$ cat src/rtl/arm_pipe_pkg.sv
// ---------------------------------------------------------------------------
// arm_pipe_pkg
// Shared definitions for the 5-stage ARMv8 pipeline sequencing logic:
//   state_t  - hazard controller FSM states (RUN, MEM_WAIT)
//   FWD_*    - EX-stage operand forwarding mux selects
//   XZR      - register number of the zero register (never forwarded)
// ---------------------------------------------------------------------------
package arm_pipe_pkg;

   typedef enum logic {
      RUN      = 1'b0,
      MEM_WAIT = 1'b1
   } state_t;

   localparam logic [1:0] FWD_ID  = 2'b00;  // operand from ID_EX
   localparam logic [1:0] FWD_MEM = 2'b10;  // operand from EX_MEM
   localparam logic [1:0] FWD_WB  = 2'b01;  // operand from MEM_WB

   localparam logic [4:0] XZR = 5'd31;

endpackage

$ cat src/rtl/fwd_unit.sv
// ---------------------------------------------------------------------------
// fwd_unit
// Combinational forwarding select for one EX-stage source operand.
// Ports:
//   i_src            source register of the EX instruction
//   i_mem_reg_write  MEM instruction writes a register
//   i_mem_rd         destination register of MEM instruction
//   i_wb_reg_write   WB instruction writes a register
//   i_wb_rd          destination register of WB instruction
//   o_sel            FWD_MEM / FWD_WB / FWD_ID
// ---------------------------------------------------------------------------
module fwd_unit
   import arm_pipe_pkg::*;
(
   input  logic [4:0] i_src,
   input  logic       i_mem_reg_write,
   input  logic [4:0] i_mem_rd,
   input  logic       i_wb_reg_write,
   input  logic [4:0] i_wb_rd,
   output logic [1:0] o_sel
);

   logic w_mem_hit;
   logic w_wb_hit;

   // XZR reads as zero, so a write to it must never be forwarded.
   assign w_mem_hit = i_mem_reg_write && (i_mem_rd != XZR) && (i_mem_rd == i_src);
   assign w_wb_hit  = i_wb_reg_write  && (i_wb_rd  != XZR) && (i_wb_rd  == i_src);

   // The younger result (EX_MEM) wins when both stages match.
   always_comb begin
      o_sel = FWD_ID;
      if (w_mem_hit) begin
         o_sel = FWD_MEM;
      end else if (w_wb_hit) begin
         o_sel = FWD_WB;
      end
   end

endmodule

$ cat src/rtl/hazard_ctrl.sv
// ---------------------------------------------------------------------------
// hazard_ctrl
// Pipeline sequencing controller for the 5-stage ARMv8 core. Drives the
// write-enable / flush controls of PC, IF_ID, ID_EX, EX_MEM and MEM_WB,
// selects the EX-stage forwarding muxes, freezes the pipe on data-memory
// waits (with timeout fault) and counts stalled cycles.
// Ports:
//   clock, reset                  rising-edge clock, sync active-high reset
//   id_rn/id_rm, id_use_rn/rm     sources of the ID instruction
//   ex_rn/ex_rm, ex_mem_read,
//   ex_rd                         EX instruction sources / load / dest
//   mem_reg_write, mem_rd         MEM instruction writeback
//   wb_reg_write, wb_rd           WB instruction writeback
//   branch_taken                  MEM-stage branch resolved taken
//   dmem_req, dmem_ready          data memory handshake
//   *_write, *_flush              pipeline register controls
//   fwd_a, fwd_b                  forwarding selects for rn / rm
//   mem_fault                     one-cycle pulse on memory timeout
//   stall_cnt                     saturating count of pc_write=0 cycles
// ---------------------------------------------------------------------------
module hazard_ctrl
   import arm_pipe_pkg::*;
#(
   parameter int MEM_TIMEOUT = 15,
   parameter int CNT_W       = 16
)(
   input  logic             clock,
   input  logic             reset,
   input  logic [4:0]       id_rn,
   input  logic [4:0]       id_rm,
   input  logic             id_use_rn,
   input  logic             id_use_rm,
   input  logic [4:0]       ex_rn,
   input  logic [4:0]       ex_rm,
   input  logic             ex_mem_read,
   input  logic [4:0]       ex_rd,
   input  logic             mem_reg_write,
   input  logic [4:0]       mem_rd,
   input  logic             wb_reg_write,
   input  logic [4:0]       wb_rd,
   input  logic             branch_taken,
   input  logic             dmem_req,
   input  logic             dmem_ready,
   output logic             pc_write,
   output logic             if_id_write,
   output logic             if_id_flush,
   output logic             id_ex_write,
   output logic             id_ex_flush,
   output logic             ex_mem_write,
   output logic             ex_mem_flush,
   output logic             mem_wb_flush,
   output logic [1:0]       fwd_a,
   output logic [1:0]       fwd_b,
   output logic             mem_fault,
   output logic [CNT_W-1:0] stall_cnt
);

   state_t           r_state;
   logic [7:0]       r_wait_cnt;
   logic             r_mem_fault;
   logic [CNT_W-1:0] r_stall_cnt;

   logic [7:0]       w_cur_cnt;
   logic             w_wait;
   logic             w_timeout;
   logic             w_frozen;
   logic             w_load_use;
   logic [1:0]       w_fwd_a;
   logic [1:0]       w_fwd_b;

   function automatic logic [CNT_W-1:0] sat_inc(input logic [CNT_W-1:0] v);
      return (&v) ? v : v + 1'b1;
   endfunction

   fwd_unit u_fwd_a (
      .i_src           (ex_rn),
      .i_mem_reg_write (mem_reg_write),
      .i_mem_rd        (mem_rd),
      .i_wb_reg_write  (wb_reg_write),
      .i_wb_rd         (wb_rd),
      .o_sel           (w_fwd_a)
   );

   fwd_unit u_fwd_b (
      .i_src           (ex_rm),
      .i_mem_reg_write (mem_reg_write),
      .i_mem_rd        (mem_rd),
      .i_wb_reg_write  (wb_reg_write),
      .i_wb_rd         (wb_rd),
      .o_sel           (w_fwd_b)
   );

   // The wait counter only carries meaning while a wait is in progress;
   // the first not-ready cycle seen from RUN is wait cycle 0.
   assign w_cur_cnt = (r_state == MEM_WAIT) ? r_wait_cnt : 8'd0;

   assign w_wait    = !reset && dmem_req && !dmem_ready;
   // On the last permitted wait cycle the access is abandoned instead of
   // frozen: the pipe advances and the MEM instruction becomes a bubble.
   assign w_timeout = w_wait && (w_cur_cnt == 8'(MEM_TIMEOUT - 1));
   assign w_frozen  = w_wait && !w_timeout;

   assign w_load_use = ex_mem_read && (ex_rd != XZR) &&
                       ((id_use_rn && (id_rn == ex_rd)) ||
                        (id_use_rm && (id_rm == ex_rd)));

   // Priority: reset > memory freeze > branch squash > load-use stall.
   always_comb begin
      pc_write     = 1'b1;
      if_id_write  = 1'b1;
      id_ex_write  = 1'b1;
      ex_mem_write = 1'b1;
      if_id_flush  = 1'b0;
      id_ex_flush  = 1'b0;
      ex_mem_flush = 1'b0;
      mem_wb_flush = 1'b0;
      fwd_a        = w_fwd_a;
      fwd_b        = w_fwd_b;
      if (reset) begin
         pc_write     = 1'b0;
         if_id_write  = 1'b0;
         id_ex_write  = 1'b0;
         ex_mem_write = 1'b0;
         if_id_flush  = 1'b1;
         id_ex_flush  = 1'b1;
         ex_mem_flush = 1'b1;
         mem_wb_flush = 1'b1;
         fwd_a        = FWD_ID;
         fwd_b        = FWD_ID;
      end else if (w_frozen) begin
         pc_write     = 1'b0;
         if_id_write  = 1'b0;
         id_ex_write  = 1'b0;
         ex_mem_write = 1'b0;
         mem_wb_flush = 1'b1;
      end else begin
         mem_wb_flush = w_timeout;
         if (branch_taken) begin
            if_id_flush  = 1'b1;
            id_ex_flush  = 1'b1;
            ex_mem_flush = 1'b1;
         end else if (w_load_use) begin
            pc_write    = 1'b0;
            if_id_write = 1'b0;
            id_ex_flush = 1'b1;
         end
      end
   end

   always_ff @(posedge clock) begin
      if (reset) begin
         r_state     <= RUN;
         r_wait_cnt  <= 8'd0;
         r_mem_fault <= 1'b0;
         r_stall_cnt <= '0;
      end else begin
         r_mem_fault <= w_timeout;
         if (w_frozen) begin
            r_state    <= MEM_WAIT;
            r_wait_cnt <= w_cur_cnt + 8'd1;
         end else begin
            r_state    <= RUN;
            r_wait_cnt <= 8'd0;
         end
         if (!pc_write) begin
            r_stall_cnt <= sat_inc(r_stall_cnt);
         end
      end
   end

   assign mem_fault = r_mem_fault;
   assign stall_cnt = r_stall_cnt;

endmodule

$ cat config.mk
export PLATFORM = sky130hd
export DESIGN_NAME = hazard_ctrl
export DESIGN_NICKNAME = d
export VERILOG_FILES = /design/src/rtl/arm_pipe_pkg.sv /design/src/rtl/fwd_unit.sv /design/src/rtl/hazard_ctrl.sv
export SDC_FILE = /design/constraint.sdc
export NUM_CORES = 1
export LEC_CHECK = 0
export CAP_MARGIN = 0
export CORE_MARGIN = 2
export CORE_UTILIZATION = 39
export DETAILED_ROUTE_END_ITERATION = 7
export PLACE_DENSITY = 0.86
export SLEW_MARGIN = 20
export SYNTH_ARGS = -nofsm -noshare
export SYNTH_HDL_FRONTEND = slang
export SYNTH_SLANG_ARGS = --single-unit
$ cat constraint.sdc
create_clock -name clock -period 2 [get_ports clock]
set_input_delay 0.4 -clock clock [delete_from_list [all_inputs] [get_ports clock]]
set_output_delay 0.4 -clock clock [all_outputs]
set_load 0.02 [all_outputs]
# Yosys cells after proc, flatten, opt, wreduce, memory -nomap -nowiden
# Cells that the tools add are included.
[word_totals]
ff_bits = 26
latchBits = 0
ramBits = 0
romBits = 0
out_inout_bits = 29
word_cells = 63
n_memories = 0
[op_classes]
n_addsub = 2
multipliers = 0
div = 0
magnitude_cmp = 0
eq_ne = 10
n_shift = 0
n_mux = 23
n_bitwise = 3
n_reduce_logical = 21
[ops]
columns = ["cell", "count"]
rows = [
  ["equality test 5 bit", 6],
  ["two-way mux 1 bit", 18],
  ["adder 16 x 1 -> 16 bit, second input constant", 1],
  ["AND reduction 16 bit", 1],
  ["inequality test 5 bit, second input constant", 3],
  ["logical AND 1 bit", 14],
  ["adder 8 x 1 -> 8 bit, second input constant", 1],
  ["equality test 8 x 4 -> 1 bit, second input constant", 1],
  ["two-way mux 2 bit", 4],
  ["two-way mux 8 bit", 1],
  ["zero test 1 bit", 3],
  ["NOT 1 bit", 3],
  ["AND reduction 2 bit", 1],
  ["OR reduction 2 bit", 1],
  ["logical OR 1 bit", 1],
]

# Depth between registers and ports, before layout
# Gate-level depths: netlist of the first run.
[logic_depth]
depth_word = 10
ltp_mapped = 9
ltp_nobuf = 7

# Cells and area by module
# Synthesis of the first run repeated with hierarchy kept, for this count alone.
[unflattened]
cells_unflattened = 222
area_unflattened_um2 = 1844.3
[modules_own_cells]
columns = ["mod", "n_inst", "cells_each", "area_per_inst_um2"]
rows = [
  ["hazard_ctrl", 1, 182, 1544.0],
  ["fwd_unit", 2, 20, 150.1],
]

# Least setup slack after synthesis of the first run
# OpenSTA, ideal clock, no wires.
[synth_path]
path_kind = "register to output"
from = "reg r_wait_cnt[7]"
to = "out pc_write"
t_arrival_ns = 1.994
t_required_ns = 1.600
path_slack_ns = -0.394
stages_incl_launch_ff = 8
cell_sequence = "dfxtp_1 nor4_2 a31oi_4 nor2_2 a21boi_4 buf_6 buf_2 buf_4"
[synth_via]
elab_chain_cells = 7
[synth_rtl]
columns = ["item", "line", "rtl"]
rows = [
  ["from (decl)", "hazard_ctrl.sv:59", "logic [7:0] r_wait_cnt;"],
  ["from (signal assigned)", "hazard_ctrl.sv:160", "r_wait_cnt <= w_cur_cnt + 8'd1;"],
  ["two-way mux 8 bit", "hazard_ctrl.sv:95", "assign w_cur_cnt = (r_state == MEM_WAIT) ? r_wait_cnt : 8'd0;"],
  ["equality test 8 x 4 -> 1 bit", "hazard_ctrl.sv:100", "assign w_timeout = w_wait && (w_cur_cnt == 8'(MEM_TIMEOUT - 1));"],
  ["logical AND 1 bit", "hazard_ctrl.sv:100", ""],
  ["zero test 1 bit", "hazard_ctrl.sv:101", "assign w_frozen = w_wait && !w_timeout;"],
  ["logical AND 1 bit", "hazard_ctrl.sv:101", ""],
  ["two-way mux 1 bit (2 in a row)", "-", ""],
  ["to (decl)", "hazard_ctrl.sv:44", "output logic pc_write,"],
]
# Every way passes these cells.

# Worst setup path in the final report of the first run
[layout_path]
from = "reg r_wait_cnt[7]"
to = "out if_id_write"
[layout_via]
elab_chain_cells = 7
[layout_rtl]
columns = ["item", "line", "rtl"]
rows = [
  ["two-way mux 8 bit", "hazard_ctrl.sv:95", ""],
  ["equality test 8 x 4 -> 1 bit", "hazard_ctrl.sv:100", ""],
  ["logical AND 1 bit", "hazard_ctrl.sv:100", ""],
  ["zero test 1 bit", "hazard_ctrl.sv:101", ""],
  ["logical AND 1 bit", "hazard_ctrl.sv:101", ""],
  ["two-way mux 1 bit", "hazard_ctrl.sv:130", "end else if (w_frozen) begin"],
  ["two-way mux 1 bit", "hazard_ctrl.sv:119", "if (reset) begin"],
  ["to (decl)", "hazard_ctrl.sv:45", "output logic if_id_write,"],
]
# Every way passes these cells.

==> results of run 1 <==
## routing by layer
metal / routed length (microns) / vias to the layer above
li1: - / 988
met1: 2200 / 968
met2: 3010 / 76
met3: 327 / 6
met4: 98 / 0
met5: 0 / -
## state kept, by name (all words and copies together) (netlist names)
name and cells:
mem_fault 1, r_state 1, r_wait_cnt 8, stall_cnt 16
## cell type report
class,instances,share of cell area (%)
clock inverter,1,0.998
multi-input combinational,171,44.5
inverter,4,0.499
sequential,26,17.5
clock buffer,3,1.37
timing repair buffer,119,33.0
tap,52,2.16
## report_power, final
group	switching, mW	internal, mW	leakage, nW
clock	0.170	0.268	0.0357
combinational	0.148	0.179	0.933
sequential	0.00765	0.524	0.213
## synthesized netlist by cell type, types with 4 or more instances
cell type and instances:
nand3_1 14, nor2_1 18, xor2_1 16, dfxtp_1 26, nand4_1 7, xnor2_1 20, and3_1 5, inv_1 4
nor4_1 6, a21oi_1 14, or4_1 10, o31ai_1 9, nand2_1 15
## cell families (layout without fill, tap and decap cells)
group | after synthesis | in the layout | synth area share (%)
compound gates | 33 | 33 | 13.4
xor+xnor | 36 | 36 | 18.1
fa+ha+maj | 3 | 3 | 2.15
buf+inv | 13 | 127 | 3.95
flops | 26 | 26 | 29.9
mux | 3 | 3 | 1.94
simple gates | 96 | 96 | 30.6
## worst max-delay path: stages, from the launching register on
cell      delay, ns
dfxtp_2        0.35
nor4_4         0.36
a31oi_4        0.15
nor2_4         0.11
a21boi_4       0.32
buf_6          0.17
## repair_timing
item / in CTS / in global routing
pin swaps: 30 / 28
cloned: 2 / 0
gates resized for setup: 127 / 71
hold buffers: 0 / 0
buffers inserted: 6 / 9
endpoints found under the setup margin: 27 / 22
## final timing paths
check / end / startpoint / slack (ns) / cells past startpoint
max: if_id_write / r_wait_cnt[7] / -0.12 / 5
min: mem_fault / dmem_ready / 0.43 / 3
max reg2reg: stall_cnt[1] / r_wait_cnt[7] / -0.08 / 10
min reg2reg: stall_cnt[14] / stall_cnt[14] / 0.51 / 2
## stage by stage
stage | utilization, % | instance area, sq um
2_1_floorplan | - | 1790
3_3_place_gp | 63.5 | 2750
3_5_place_dp | 63.5 | 2750
4_1_cts | 65.5 | 2830
5_1_grt | 69.6 | 3010
6_report | 69.6 | 3010
==> impl_metrics.yaml, run 1 <==
outcome:
  status: "complete, but fails checks"
  failed_checks: "setup timing"
floorplan:
  dieArea_sq_um: 5020
  die_w_microns: 70.9
  fp.dieH_microns: 70.9
  num_rows: 24
  initial_utilization_pct: 40.3
  core_sq_um: 4320
  ioPinCount: 74
timing:
  setup-violations-final: 11
  fmax_mhz: 473
  period_minus_slack_ns: 2.12
  slew_headroom_pct: 79.3
  finalWorstSetupSlack_ns: -0.115
  final_max_slew_viol_count: 0
  final-hold-violation-count: 0
  fin_hold_ws_ns: 0.425
  rsz0062_at_grt: "yes"
  setup-tns-final_ns: -0.573
  skew_ns: 0.00240
  tightest_slew_ns: 0.309
  min_period_over_period_pct: 106
global_routing:
  grt_util_met3_pct: 3.13
  grtUsageMet1_pct: 23.9
  grt_max_degree: 22
  grt_remaining_overflow: 0
  grt_pass1_wl_microns: 8600
  top_usage_layer: "met2"
  antenna_found_initial: 0
  grt_util_met2_pct: 39.1
  grt_pass1_vias: 1985
  grt_usage_pct: 20.8
placed_design:
  portBuffers: 73
  place_congestion: 0.912
  dp_cells: 356
  dpl_worst_slack_ns: -0.763
  hpwlAfterDp_microns: 3870
clocking:
  cts_tree: "done"
  clkTransAtPathRegs_ns: 0.09
  cts_root_buffer: "clkbuf_8"
  cts_max_path_buffers: 2
  worstSkewPairLatency_ns: 0.27
  clock_sinks: 26
  htreeDepth: 1
  numCtsBuffers: 3
hold_path:
  holdCritPathClass: "in -> reg"
finish:
  final_cell_count_no_fill: 376
  drive_gt1_share_pct: 40.7
  seq_area_sq_um: 528
  final_common_cell: "buf_4"
  area_growth_pct: 72.7
  layout_common_cells: "buf_4, clkdlybuf4s50_1, xnor2_1, dfxtp_1"
  antenna_cells: 0
  multi_input_area_sq_um: 1340
  nFillCells: 342
  finalNetCount: 373
yosys:
  synth_cell_types: 40
  ys_top_cells_by_area: "dfxtp_1, xnor2_1, xor2_1"
  ys_seq_area_share_pct: 29.9
  yosys.area.top_type: "dfxtp_1"
  synth_ff_type: "dfxtp_1"
  synth_edf_count: 0
  ys_async_sr_fraction_pct: 0
  synth-seq-cells: 26
  synth.avg_cell_area_sq_um: 8.30
  syn_area_sq_um: 1740
  synthCells: 210
  ys_warn_count: 0
  syn_nets: 258
  yosysTopAreaCellShare_pct: 29.9
worst_setup_path:
  crit_required_ns: 1.60
  path_class: "reg -> out"
  startpoint_type: "flip-flop"
  worstPathMaxFanout: 6
  cp-end-kind: "output pin"
  cp.arrival_ns: 1.72
power:
  power_mw: 1.30
  p_per_area_nw_per_um2: 431
  power_leakage_nw: 1.18
  ir_worst_vdd_mv: 0.263
detailed_routing:
  via_count: 2038
  vias_per_cell: 5.42
  drt_wl_total_microns: 5640
  drt-pass1-iter-count: 4
  wire_per_inst_microns: 15.0
  ant_nets: 0
  drc: 0
  drt_iter0_drc: 128
flow_run:
  maxCapViolations: 0
No activity file was read; power rests on OpenSTA's default activity.
==> run 2: changes to the inputs <==
- CORE_UTILIZATION: 39 -> 43
- PLACE_DENSITY: 0.86 -> 0.9
- clock period: 2 -> 2.3 ns (I/O delays scaled with it)
==> run 2 against run 1 <==
The flow now finishes without violations; global-route usage grew 3.9 points; flip-flop and latch count is the same; clock skew grew 0.0060 ns; register-to-register slack gained 0.18 ns; clock power shrank 13%; sequential share of layout area grew 0.34 points; wire length grew 2.1%; critical endpoint is now pc_write; largest power group unchanged.
==> impl_metrics.yaml, run 2 (same netlist as run 1, synthesis figures left out) <==
hold_path:
  min_from: "stall_cnt[9]"
  holdCritPathClass: "reg -> reg"
clocking:
  clock_sinks: 26
  cts_tree: "done"
  numCtsBuffers: 3
  htreeDepth: 1
  worstSkewPairLatency_ns: 0.27
  cts_hold_buf: 0
  cts_root_buffer: "clkbuf_8"
  clkTransAtPathRegs_ns: 0.10
  cts_max_path_buffers: 2
flow_run:
  maxCapViolations: 0
worst_setup_path:
  crit_start: "id_rm[2]"
  worstPathMaxFanout: 6
  path_class: "in -> out"
  cp-end-kind: "output pin"
  cp.arrival_ns: 1.78
  crit_required_ns: 1.84
  startpoint_type: "primary input"
  r2r-start: "stall_cnt[1]"
timing:
  fmax_mhz: 446
  final_max_slew_viol_count: 0
  slew_headroom_pct: 78.9
  tightest_slew_ns: 0.314
  final-hold-violation-count: 0
  min_period_over_period_pct: 97.4
  setup-violations-final: 0
  fin_hold_ws_ns: 0.503
  skew_ns: 0.00839
  period_minus_slack_ns: 2.24
power:
  p_per_area_nw_per_um2: 383
  ir_worst_vdd_mv: 0.294
  power_leakage_nw: 1.21
global_routing:
  grt_usage_pct: 24.7
  grt_pass1_wl_microns: 8660
  grt_remaining_overflow: 0
  antenna_found_initial: 0
  grt_max_degree: 26
  grt_pass1_vias: 1971
finish:
  drive_gt1_share_pct: 22.6
  antenna_cells: 0
  fin_area_sq_um: 2930
  layout_common_cells: "clkdlybuf4s50_1, buf_4, dfxtp_1, xnor2_1, nor2_1"
  fin_util_pct: 74.2
  finalNetCount: 359
  area_growth_pct: 67.8
  final_common_cell: "clkdlybuf4s50_1"
  largest_register_ffs: 16
detailed_routing:
  drc: 0
  drt-pass1-iter-count: 4
  drt_wl_total_microns: 5760
  ant_nets: 0
  via_count: 1998
  drt_iter0_drc: 131
  wire_per_inst_microns: 16.0
  vias_per_cell: 5.55
floorplan:
  core_sq_um: 3940
  die_w_microns: 67.7
  ioPinCount: 74
  num_rows: 23
  fp.dieH_microns: 67.7
  initial_utilization_pct: 44.2
  dieArea_sq_um: 4580
placed_design:
  portBuffers: 73
  place_area_sq_um: 2700
  hpwlAfterDp_microns: 3970
  place_congestion: 0.909
outcome:
  status: "complete, no violations"
run 2: cell count changes in the layout (fill, tap and decap cells not counted), sizes merged:
| cell | change |
|---|---|
| dlymetal6s2s | +13 |
| clkbuf | -13 |
| buf | -19 |
| clkdlybuf4s15 | -6 |
| bufbuf | +1 |
| clkdlybuf4s50 | +10 |
run 2: routing by layer:
metal	share of wire [%]	GRT usage, %
met2	55	49.6
met4	3.1	7.65
met1	36	25.9
met3	5.7	3.50
met5	0	0
run 2: through the flow:
| step | total power [mW] | std cells | setup slack [ns] | setup TNS, ns |
|---|---|---|---|---|
| 6_report | 1.12 | 360 | 0.0595 | 0 |
| 5_1_grt | 1.16 | 360 | -0.0113 | -0.0328 |
| 4_1_cts | 1.11 | 359 | -0.00318 | -0.00318 |
| 3_5_place_dp | 0.736 | 351 | -0.660 | -13.10 |
| 3_3_place_gp | 0.730 | 351 | -0.662 | -11.99 |
| 2_1_floorplan | 0.581 | 210 | 0.00250 | 0 |
run 2: final cells by class:
type,instances,area (sq um)
clock buffers,3,41.3
clock inverters,1,30.0
fillers,279,1020
inverters,4,15.0
multi-input cells,171,1250
flip-flops and latches,26,523
well taps,50,62.6
repair buffers,105,1000
run 2: where the power goes:
part	switching (mW)	internal [mW]
registers	0.00652	0.455
logic	0.123	0.155
clock network	0.147	0.233
total	0.277	0.843
run 2: worst paths after layout:
path / to / slack, ns / depth (start not counted)
worst max-delay path: pc_write / 0.06 / 7
worst min register to register: stall_cnt[9] / 0.50 / 2
worst max register to register: stall_cnt[11] / 0.10 / 8
worst min-delay path: stall_cnt[9] / 0.50 / 2
run 2: repair_timing:
action / 4_1_cts / 5_1_grt
resized for setup: 77 / 31
setup endpoints to repair: 25 / 17
pin swaps: 12 / 17
endpoints found under the hold margin: 0 / 0
buffers inserted: 3 / 1
gates cloned: 1 / 0
run 2: worst max-delay path: stages:
cell and delay (ns):
clkdlybuf4s50_1 0.41, xnor2_1 0.13, nand4_1 0.09, o22ai_2 0.10
buf_6 0.13, a21boi_4 0.28, buf_6 0.17
==> run 3: changes to the inputs <==
- HOLD_SLACK_MARGIN: not set -> 0.15
==> results of run 3 <==
No change in the layout: final DEF, timing and power equal those of run 2.
